[src/rtl/if1_fetch_unit_pkg.sv]
// if1_fetch_unit_pkg: shared datapath width, reset fetch address and IF1 FSM encoding.
package if1_fetch_unit_pkg;

    localparam int WORD = 32;
    localparam logic [WORD-1:0] PC_RST_DEFAULT = 32'h1c00_0000;

    typedef enum logic [1:0] {
        IF1_IDLE = 2'd0,
        IF1_WAIT = 2'd1,
        IF1_DROP = 2'd2
    } if1_state_e;

endpackage

[src/rtl/if1_fetch_unit_hold_buf.sv]
// if1_hold_buf: single-entry PC/instruction skid buffer for responses that arrive while IF1/ID is stalled.
module if1_hold_buf
    import if1_fetch_unit_pkg::*;
(
    input  logic            clk,
    input  logic            rst,
    input  logic            capture_i,
    input  logic            release_i,
    input  logic            clear_i,
    input  logic [WORD-1:0] pc_i,
    input  logic [WORD-1:0] inst_i,
    output logic            valid_o,
    output logic [WORD-1:0] pc_o,
    output logic [WORD-1:0] inst_o
);

    logic            valid_q;
    logic [WORD-1:0] pc_q, inst_q;

    always_ff @(posedge clk) begin
        if (rst)
            valid_q <= 1'b0;
        else if (clear_i | release_i)
            valid_q <= 1'b0;
        else if (capture_i)
            valid_q <= 1'b1;
        if (capture_i) begin
            pc_q   <= pc_i;
            inst_q <= inst_i;
        end
    end

    assign valid_o = valid_q;
    assign pc_o    = pc_q;
    assign inst_o  = inst_q;

endmodule

[src/rtl/if1_fetch_unit.sv]
// if1_fetch_unit: IF1 fetch stage, one outstanding ICache request plus one held instruction.
// Define IF1_PERF_CNT_EN to add the perf_fetch_cnt / perf_bubble_cnt counters.
module if1_fetch_unit
    import if1_fetch_unit_pkg::*;
#(
    parameter logic [WORD-1:0] PC_RST = PC_RST_DEFAULT
) (
    input  logic            clk,
    input  logic            rst,
    input  logic            IF1_stall_from_DCache,
    input  logic            IF1_stall_from_Load,
    input  logic            IF1_flush_from_EX_Branch,
    input  logic [WORD-1:0] IF1_branch_target,
    output logic            icache_req_valid,
    output logic [WORD-1:0] icache_req_addr,
    input  logic            icache_req_ready,
    input  logic            icache_resp_valid,
    input  logic [WORD-1:0] icache_resp_inst,
    output logic [WORD-1:0] IF1_PC_out,
    output logic [WORD-1:0] IF1_inst_out,
    output logic            IF1_flush_to_IF1_ID
`ifdef IF1_PERF_CNT_EN
    ,
    output logic [WORD-1:0] perf_fetch_cnt,
    output logic [WORD-1:0] perf_bubble_cnt
`endif
);

    if1_state_e      state_q, state_d;
    logic [WORD-1:0] pc_q, pc_d, out_pc_q, out_pc_d;
    logic            stall, redirect, acc, resp_ok, rel, deliver;
    logic            hold_valid;
    logic [WORD-1:0] hold_pc, hold_inst;

    assign redirect = IF1_flush_from_EX_Branch;
    assign stall    = IF1_stall_from_DCache | (~redirect & IF1_stall_from_Load);

    if1_hold_buf u_hold (
        .clk      (clk),
        .rst      (rst),
        .capture_i(resp_ok & stall),
        .release_i(rel),
        .clear_i  (redirect),
        .pc_i     (out_pc_q),
        .inst_i   (icache_resp_inst),
        .valid_o  (hold_valid),
        .pc_o     (hold_pc),
        .inst_o   (hold_inst)
    );

    always_comb begin
        icache_req_valid    = ~rst & (state_q == IF1_IDLE) & ~hold_valid & ~redirect;
        icache_req_addr     = pc_q;
        acc                 = icache_req_valid & icache_req_ready;
        resp_ok             = (state_q == IF1_WAIT) & icache_resp_valid & ~redirect;
        rel                 = hold_valid & ~stall & ~redirect;
        deliver             = ~rst & (rel | (resp_ok & ~hold_valid & ~stall));
        IF1_PC_out          = deliver ? (rel ? hold_pc : out_pc_q) : '0;
        IF1_inst_out        = deliver ? (rel ? hold_inst : icache_resp_inst) : '0;
        IF1_flush_to_IF1_ID = ~deliver;
        pc_d                = redirect ? (IF1_branch_target & ~32'd3) : acc ? pc_q + 32'd4 : pc_q;
        out_pc_d            = acc ? pc_q : out_pc_q;
        // A response arriving in DROP is consumed even if a new redirect lands in the same cycle.
        state_d = (state_q == IF1_IDLE) ? (acc ? IF1_WAIT : IF1_IDLE)
                : (state_q == IF1_WAIT) ? (icache_resp_valid ? IF1_IDLE : redirect ? IF1_DROP : IF1_WAIT)
                : (icache_resp_valid ? IF1_IDLE : IF1_DROP);
    end

    always_ff @(posedge clk) begin
        if (rst) begin
            state_q  <= IF1_IDLE;
            pc_q     <= PC_RST;
            out_pc_q <= '0;
        end else begin
            state_q  <= state_d;
            pc_q     <= pc_d;
            out_pc_q <= out_pc_d;
        end
    end

`ifdef IF1_PERF_CNT_EN
    logic [WORD-1:0] fetch_cnt_q, bubble_cnt_q;

    always_ff @(posedge clk) begin
        if (rst) begin
            fetch_cnt_q  <= '0;
            bubble_cnt_q <= '0;
        end else begin
            fetch_cnt_q  <= fetch_cnt_q + {{(WORD-1){1'b0}}, deliver};
            bubble_cnt_q <= bubble_cnt_q + {{(WORD-1){1'b0}}, ~deliver & ~stall};
        end
    end

    assign perf_fetch_cnt  = fetch_cnt_q;
    assign perf_bubble_cnt = bubble_cnt_q;
`endif

endmodule

[config.mk]
export PLATFORM = sky130hd
export DESIGN_NAME = if1_fetch_unit
export DESIGN_NICKNAME = d
export VERILOG_FILES = /design/src/rtl/if1_fetch_unit_pkg.sv /design/src/rtl/if1_fetch_unit_hold_buf.sv /design/src/rtl/if1_fetch_unit.sv
export SDC_FILE = /design/constraint.sdc
export NUM_CORES = 1
export LEC_CHECK = 0
export CAP_MARGIN = 20
export CORE_ASPECT_RATIO = 0.75
export CORE_MARGIN = 8
export CORE_UTILIZATION = 43
export DETAILED_ROUTE_END_ITERATION = 16
export PLACE_DENSITY = 0.75
export SKIP_LAST_GASP = 1
export SYNTH_ARGS = -nofsm -noshare
export SYNTH_HDL_FRONTEND = slang
export SYNTH_SLANG_ARGS = --single-unit
[constraint.sdc]
create_clock -name clk -period 4.5 [get_ports clk]
set_clock_uncertainty 0.05 [all_clocks]
set_input_delay 0.9 -clock clk [delete_from_list [all_inputs] [get_ports clk]]
set_output_delay 0.9 -clock clk [all_outputs]
set_load 0.005 [all_outputs]
== Yosys cells after proc, flatten, opt, wreduce, memory -nomap -nowiden ==
Cells that the tools add are included.
Cells by class
  mux-type cells: 12
  $add $sub $neg: 1
  reductions and logical operators: 4
  equal/unequal tests: 1
  bitwise gates (word level): 21
Operators by type and width (count)
  32-bit 2-to-1 mux: 6
  32-bit by 3-bit adder with 32-bit output, second input constant: 1
  1-bit AND: 13
  2-bit 2-to-1 mux: 5
  1-bit NOT: 5
  2-bit OR reduction: 2
  1-bit OR: 3
  2-bit by 1-bit equality test with 1-bit output, second input constant: 1
  2-bit zero test: 1
  2-bit nonzero test: 1
  1-bit 2-to-1 mux: 1
Word-level totals
  logic and storage cells: 46
  register bits after elaboration: 131

== Longest topological paths before layout ==
Gate-level depths: netlist of the first run.
  depth in word-level cells: 9
  gate-level depth with buffers: 7
  depth with buffers taken out: 6

== Hierarchy ==
A second synthesis of the first run with hierarchy kept.
Unflattened totals
  cells, all modules: 667
  area, all modules: 5873.1 um^2
By module, submodules not included
  if1_fetch_unit: area each 3915.0 um^2, cells each 600, instances 1
  if1_hold_buf: area each 1958.1 um^2, cells each 67, instances 1

== Least setup slack after synthesis of the first run ==
No wires, ideal clock.
  path kind: input-to-reg
  start point: input IF1_flush_from_EX_Branch
  end point: register u_hold.inst_q[0], in the netlist u_hold.inst_o[0] (enable)
  buffers on the path: 0
  required time: 3.968 ns
  slack: 0.240 ns
  data arrival time: 3.728 ns
  stages: 3
  cells stage by stage: nor2_1 -> nand3_1 -> nor2_1
On the way
  word-level cells in the longest chain between the ends: 4
RTL lines
  start, declared: line if1_fetch_unit.sv:12  | input logic IF1_flush_from_EX_Branch,
  1-bit NOT *: line if1_fetch_unit.sv:36, if1_fetch_unit.sv:55
  1-bit AND: line if1_fetch_unit.sv:36  | assign stall = IF1_stall_from_DCache | (~redirect & IF1_stall_from_Load);
  1-bit OR: line if1_fetch_unit.sv:36
  1-bit AND *: line if1_fetch_unit.sv:41  | .capture_i(resp_ok & stall),
  named net u_hold.capture_i: line if1_fetch_unit_hold_buf.sv:7  | input logic capture_i,
  end signal, assigned: line if1_fetch_unit_hold_buf.sv:29  | inst_q <= inst_i;
  end, declared: line if1_fetch_unit_hold_buf.sv:18  | logic [WORD-1:0] pc_q, inst_q;
The timed path passes the listed nets; every way through them passes the cells marked *.
A chain may end at the register's enable or synchronous reset.

== Worst setup path in the final report of the first run ==
  start point: input IF1_flush_from_EX_Branch
  end point: output IF1_PC_out[7]
On the way
  word-level cells in the longest chain between the ends: 9
RTL lines
  1-bit NOT *: line if1_fetch_unit.sv:36, if1_fetch_unit.sv:55, if1_fetch_unit.sv:56
  1-bit AND: line if1_fetch_unit.sv:36
  1-bit OR: line if1_fetch_unit.sv:36
  1-bit NOT: line if1_fetch_unit.sv:56, if1_fetch_unit.sv:57
  1-bit AND (2 in series): line if1_fetch_unit.sv:56  | rel = hold_valid & ~stall & ~redirect;
  1-bit OR: line if1_fetch_unit.sv:57  | deliver = ~rst & (rel | (resp_ok & ~hold_valid & ~stall));
  1-bit AND: line if1_fetch_unit.sv:57
  32-bit 2-to-1 mux *: line if1_fetch_unit.sv:58  | IF1_PC_out = deliver ? (rel ? hold_pc : out_pc_q) : '0;
  end, declared: line if1_fetch_unit.sv:19  | output logic [WORD-1:0] IF1_PC_out,
Every way passes the cells marked *; elsewhere a longest branch is shown, timed or not.

==> flow_summary.json, run 1 <==
{
  "status": "completed",
  "drv_cap": 0,
  "rows": 36,
  "fmax_mhz": 237,
  "power-per-cell-area_nw_per_um2": 349,
  "synth_area_leaders": "edfxtp_1 (32%), dfxtp_1 (22%), nand2_1 (13%)",
  "area_delta_synth_final_pct": 42.4,
  "reg2reg_slack_ps": 2020,
  "syn_avg_cell_area_um2": 8.68,
  "syn-instance-count": 662,
  "yosysMostFrequentCell": "nand2_1",
  "die_y_um": 116,
  "power_switching_w": 0.000654,
  "synthArstFlopShare_pct": 0,
  "grt_pass1_vias": 5495,
  "cp.required_ps": 3550,
  "synth_commonest_cells": "nand2_1 (205), a21oi_1 (120), dfxtp_1 (63), edfxtp_1 (62), clkbuf_1 (41)",
  "fin_crit_sh_pct": 93.6,
  "pwr-share-comb_pct": 7.7,
  "yosys_warnings": 0,
  "cpMaxStageDelayCell": "clkdlybuf4s50_1",
  "post-route-min-period_ps": 4210,
  "gr-usage-met3_pct": 6.81,
  "drcViolationCount": 0,
  "antenna_found_initial": 0,
  "synth_edf_count": 62,
  "crit_top_cell": "clkdlybuf4s50_1",
  "num_vias": 5491,
  "leakage_nw": 2.75,
  "dp_hpwl_um": 12700,
  "hold_viol": 0,
  "mappedNetlistArea_um2": 5740,
  "wl_per_cell_um": 18.2,
  "synth_top_area_cell": "edfxtp_1",
  "cts.htree.levels": 4,
  "crit_type": "in -> out",
  "ys_seq_area_share_pct": 54.4,
  "drtPass1Iterations": 5,
  "finalMaxSlewViolations": 0,
  "stdcell_count": 996,
  "crit_fanout": 21,
  "gp_congestion": 0.878,
  "die_w_um": 149,
  "pwr-share-clk_pct": 48.2,
  "arrival_ps": 3260,
  "finalSetupTns_ps": 0,
  "num_io_pins": 169,
  "busiest_layer": "met2",
  "clockBufferDepth": 2,
  "yosys.area.top_type_share_pct": 32.4,
  "synth.distinct_cells": 47,
  "cts.sinks": 125,
  "swShare_pct": 22.9,
  "cts_made_buffers": 17,
  "cp_cell_sequence": "clkdlybuf4s50_1 > nor2_1 > nand3_1 > a21o_1 > or3_4 > buf_12 > a21oi_1 > clkdlybuf4s50_1",
  "p_int_w": 0.00220,
  "coreArea_um2": 13000,
  "ys.flop_type": "dfxtp_1",
  "power_frac_seq_pct": 44.1,
  "drt_iter0_drc": 420,
  "clk_latency_ps": 420,
  "worst_slew_pin_slew_ps": 953,
  "max_stage_delay_ps": 550,
  "dieArea_um2": 17400,
  "relSlewSlack_pct": 36.5,
  "cp-start-kind": "input port",
  "ys_ff_latch": 125,
  "viasPerCell": 5.51,
  "place_inst": 964,
  "setup_viol": 0,
  "drive_gt1_share_pct": 7.03,
  "initial_utilization_pct": 44.1,
  "use_met1_pct": 27.5,
  "portBuffers": 162,
  "diodes": 0,
  "routed_wl_um": 18200,
  "grt_max_degree": 66,
  "clock-root-buffer": "clkbuf_16",
  "globalRoute.totalOverflow": 0,
  "grt_use_met2_pct": 31.5,
  "ant_nets": 0,
  "min_path_type": "reg -> reg",
  "grt.total_usage_pct": 20.8,
  "path_clk_slew_ps": 60,
  "nNetsFinal": 884,
  "cts_tree": "done",
  "max-vdd-ir-drop_mv": 0.285,
  "crit_path_end_kind": "output pin",
  "rsz0062_at_grt": "false",
  "grt_pass1_wl_um": 28800
}
## layer usage
layer	vias up	part of all wire, %
met5	-	0
met4	0	1.1
met3	16	11
met2	254	44
met1	2588	44
li1	2633	-
## worst max-delay path, delay by kind of cell
kind                   cells  cell delay [ps]
buffers and inverters      3             1180
and+or+nand+nor            3              770
AOI/OAI and AO/OA          2              410
## stage by stage
step	cell area, um2	worst slack (ps)	hold WS (ps)	power [W]	utilization, %
floorplan	5760	240	380	0.00136	-
global placement	7570	166	387	0.00149	58.2
detailed placement	7570	105	395	0.00150	58.2
CTS	8180	90.4	405	0.00287	62.8
global route	8180	194	419	0.00295	62.8
finish	8180	289	402	0.00285	62.8
## what timing repair did
| action | 4_1_cts | 5_1_grt |
|---|---|---|
| hold buffers | 0 | 0 |
| gates resized for setup | 0 | 1 |
| setup buffers | 0 | 0 |
| endpoints found under the setup margin | 0 | 1 |
## state kept, by name, summed over array words and instances (netlist names)
register and flops:
u_hold.valid_o 1, icache_req_addr 30, u_hold.inst_o 32, out_pc_q 30
u_hold.pc_o 30, state_q 2
## kinds of logic after synthesis
logic type,count (synthesis),synth area share [%]
AND/OR/NAND/NOR,295,23.0
AO/OA/AOI/OAI,174,17.0
buffers and inverters,58,4.09
XOR/XNOR,5,0.763
multiplexers,3,0.545
flip-flops,125,54.4
other,1,0.0653
adder cells (fa/ha/maj),1,0.218
## final timing paths
check                                start            endpoint  cells past startpoint
setup / recovery  IF1_flush_from_EX_Branch       IF1_PC_out[7]                      8
hold / removal                out_pc_q[31]     u_hold.pc_o[31]                      0
setup reg to reg                state_q[1]  icache_req_addr[8]                      6
hold reg to reg               out_pc_q[31]     u_hold.pc_o[31]                      0
## power by group through the flow
stage / Clock, W / Combinational, W / Sequential (W)
4_1_cts: 0.00140 / 0.000218 / 0.00126
6_report: 0.00138 / 0.000219 / 0.00126
2_1_floorplan: 0 / 0.0000882 / 0.00127
3_3_place_gp: 0 / 0.000211 / 0.00128
3_5_place_dp: 0 / 0.000216 / 0.00128
5_1_grt: 0.00145 / 0.000238 / 0.00126
## cell usage in the layout, fill, tap and decap left out, types with 3 or more instances in the layout
cell type        instances
nor4_1                   5
or3_1                    5
nand4_1                  9
clkinv_2                 3
nand2_1                204
a21oi_1                120
edfxtp_1                62
dfxtp_1                 63
o21ai_0                 10
nor2_1                  16
and2_1                  11
a22oi_1                  3
o22ai_1                  6
a31oi_1                 11
and4_1                   7
xnor2_1                  3
clkbuf_16               20
nor3_1                   6
inv_1                    6
o211ai_1                 9
clkdlybuf4s50_1        161
buf_12                   4
conb_1                   4
nand3_1                 13
buf_4                   13
and3_1                   6
a221oi_1                 3
## final cells by class
type | count | area (um2)
clock inverter | 11 | 100
timing repair buffer | 179 | 1790
multi-input combinational | 482 | 2420
fill | 1078 | 4840
clock buffer | 21 | 504
tap | 171 | 214
inverter | 7 | 26.3
sequential | 125 | 3120
(Power assumes the default switching activity.)
==> run 2: changes to the inputs <==
==> constraint.sdc (replaced) <==
create_clock -name clk -period 4.5 [get_ports clk]
set_clock_uncertainty 0.05 [all_clocks]
set_input_delay 1.35 -clock clk [delete_from_list [all_inputs] [get_ports clk]]
set_output_delay 1.35 -clock clk [all_outputs]
set_load 0.005 [all_outputs]
==> flow_summary.json, run 2 (synthesis results as in run 1) <==
{
  "status": "completed",
  "cp-start-kind": "input port",
  "rows": 36,
  "path_buf_inv": 4,
  "max-vdd-ir-drop_mv": 0.247,
  "viasPerCell": 5.53,
  "worst_slew_pin_slew_ps": 710,
  "num_vias": 5562,
  "power-per-cell-area_nw_per_um2": 331,
  "cts.htree.levels": 4,
  "die_w_um": 149,
  "drt_iter0_drc": 479,
  "gp_congestion": 0.863,
  "drv_cap": 0,
  "hold_viol": 0,
  "postCtsHoldBufs": 0,
  "mostFrequentLayoutCell": "nand2_1",
  "utilization_pct": 63.0,
  "finalMaxSlewViolations": 0,
  "initial_utilization_pct": 44.1,
  "portBuffers": 162,
  "rsz0062_at_grt": "true",
  "fmax_mhz": 223,
  "cts_tree": "done",
  "relSlewSlack_pct": 52.7,
  "arrival_ps": 3080,
  "min_path_type": "reg -> reg",
  "ant_nets": 0,
  "path_clk_slew_ps": 50,
  "critPathTopFamily": "buffers and inverters",
  "setup_viol": 0,
  "nNetsFinal": 893,
  "cts_made_buffers": 17,
  "fin_crit_sh_pct": 99.6,
  "postLayoutSetupSlackWorst_ps": 17.7,
  "pre_cts_ws_ps": -657,
  "clk_latency_ps": 410,
  "area_delta_synth_final_pct": 42.8,
  "num_io_pins": 169,
  "routed_wl_um": 18300,
  "cp.required_ps": 3100,
  "coreArea_um2": 13000,
  "grt.total_usage_pct": 20.6,
  "grt_max_degree": 65,
  "drive_gt1_share_pct": 12.9,
  "drcViolationCount": 0,
  "cts.sinks": 125,
  "diodes": 0,
  "leakage_nw": 2.93,
  "grt_pass1_vias": 5409,
  "die_y_um": 116,
  "globalRoute.totalOverflow": 0,
  "dp_hpwl_um": 12500,
  "wl_per_cell_um": 18.2,
  "crit_fanout": 19,
  "largest_register_ffs": 32,
  "final_cell_mix": "nand2_1 (204), a21oi_1 (106), clkdlybuf4s50_1 (95)",
  "crit_type": "in -> out",
  "drtPass1Iterations": 4,
  "dieArea_um2": 17400,
  "cp_cell_sequence": "dlygate4sd2_1 > nor2_2 > nand3_2 > a21o_1 > or3_4 > buf_12 > buf_16 > a21oi_2 > clkdlybuf4s15_2",
  "post-route-min-period_ps": 4480,
  "max_stage_delay_ps": 420,
  "p_total_w": 0.00271,
  "clockBufferDepth": 2,
  "cpMaxStageDelayCell": "or3_4",
  "antenna_found_initial": 0,
  "clock-root-buffer": "clkbuf_16",
  "grt_pass1_wl_um": 28500,
  "crit_path_end_kind": "output pin"
}
-- run 2: cell count changes in the layout (fill, tap and decap cells not counted), moves of 3 or more --
| cell | previous run | this run |
|---|---|---|
| clkdlybuf4s15_2 | 0 | 10 |
| clkdlybuf4s50_1 | 161 | 95 |
| buf_4 | 13 | 16 |
| clkinvlp_4 | 1 | 4 |
| clkdlybuf4s15_1 | 0 | 13 |
| a21oi_1 | 120 | 106 |
| dlygate4sd2_1 | 0 | 23 |
| buf_12 | 4 | 8 |
| clkinv_1 | 1 | 6 |
| buf_2 | 1 | 15 |
| clkbuf_16 | 20 | 17 |
| a21oi_2 | 0 | 13 |
| clkbuf_2 | 0 | 6 |
-- run 2: path summary, 6_finish.rpt --
| kind | from | end | slack (ps) | cells after the start |
|---|---|---|---|---|
| max | IF1_flush_from_EX_Branch | IF1_inst_out[17] | 20 | 9 |
| min | out_pc_q[4] | u_hold.pc_o[4] | 410 | 0 |
| max reg2reg | state_q[1] | icache_req_addr[19] | 2310 | 6 |
| min reg2reg | out_pc_q[4] | u_hold.pc_o[4] | 410 | 0 |
-- run 2: through the flow --
step | cells | TNS (ps) | area, um2 | hold slack [ps]
finish | 1005 | 0 | 8200 | 406
global route | 1005 | -135 | 8200 | 416
CTS | 1004 | -14.4 | 8240 | 402
detailed placement | 969 | -36080 | 7650 | 391
global placement | 969 | -35460 | 7650 | 387
floorplan | 665 | 0 | 5760 | 380
-- run 2: timing repair --
item,in CTS,in global routing
cloned,1,0
gates resized for setup,157,19
buffers inserted,3,1
pin swaps,5,2
setup endpoints to repair,64,56
-- run 2: cell type report --
cell class	count	area [um2]
Multi-Input combinational cell	482	2490
Sequential cell	125	3120
Fill cell	1069	4820
Inverter	7	26.3
Clock buffer	18	429
Clock inverter	14	103
Timing Repair Buffer	188	1820
Tap cell	171	214
-- run 2: per-layer routing --
metal  global-route usage (%)  routed length (um)  vias up
met5                        0                   0        -
met4                     4.76                 140        0
met3                     7.78                1790       16
met2                     32.3                8310      247
met1                     26.6                8060     2654
li1                         -                   -     2645
-- run 2: where the power goes --
part           total (W)  leakage (nW)  switching, W  internal (W)
Sequential       0.00126          1.08     0.0000401       0.00122
Clock            0.00123         0.249      0.000482      0.000746
Combinational   0.000226          1.60      0.000103      0.000123
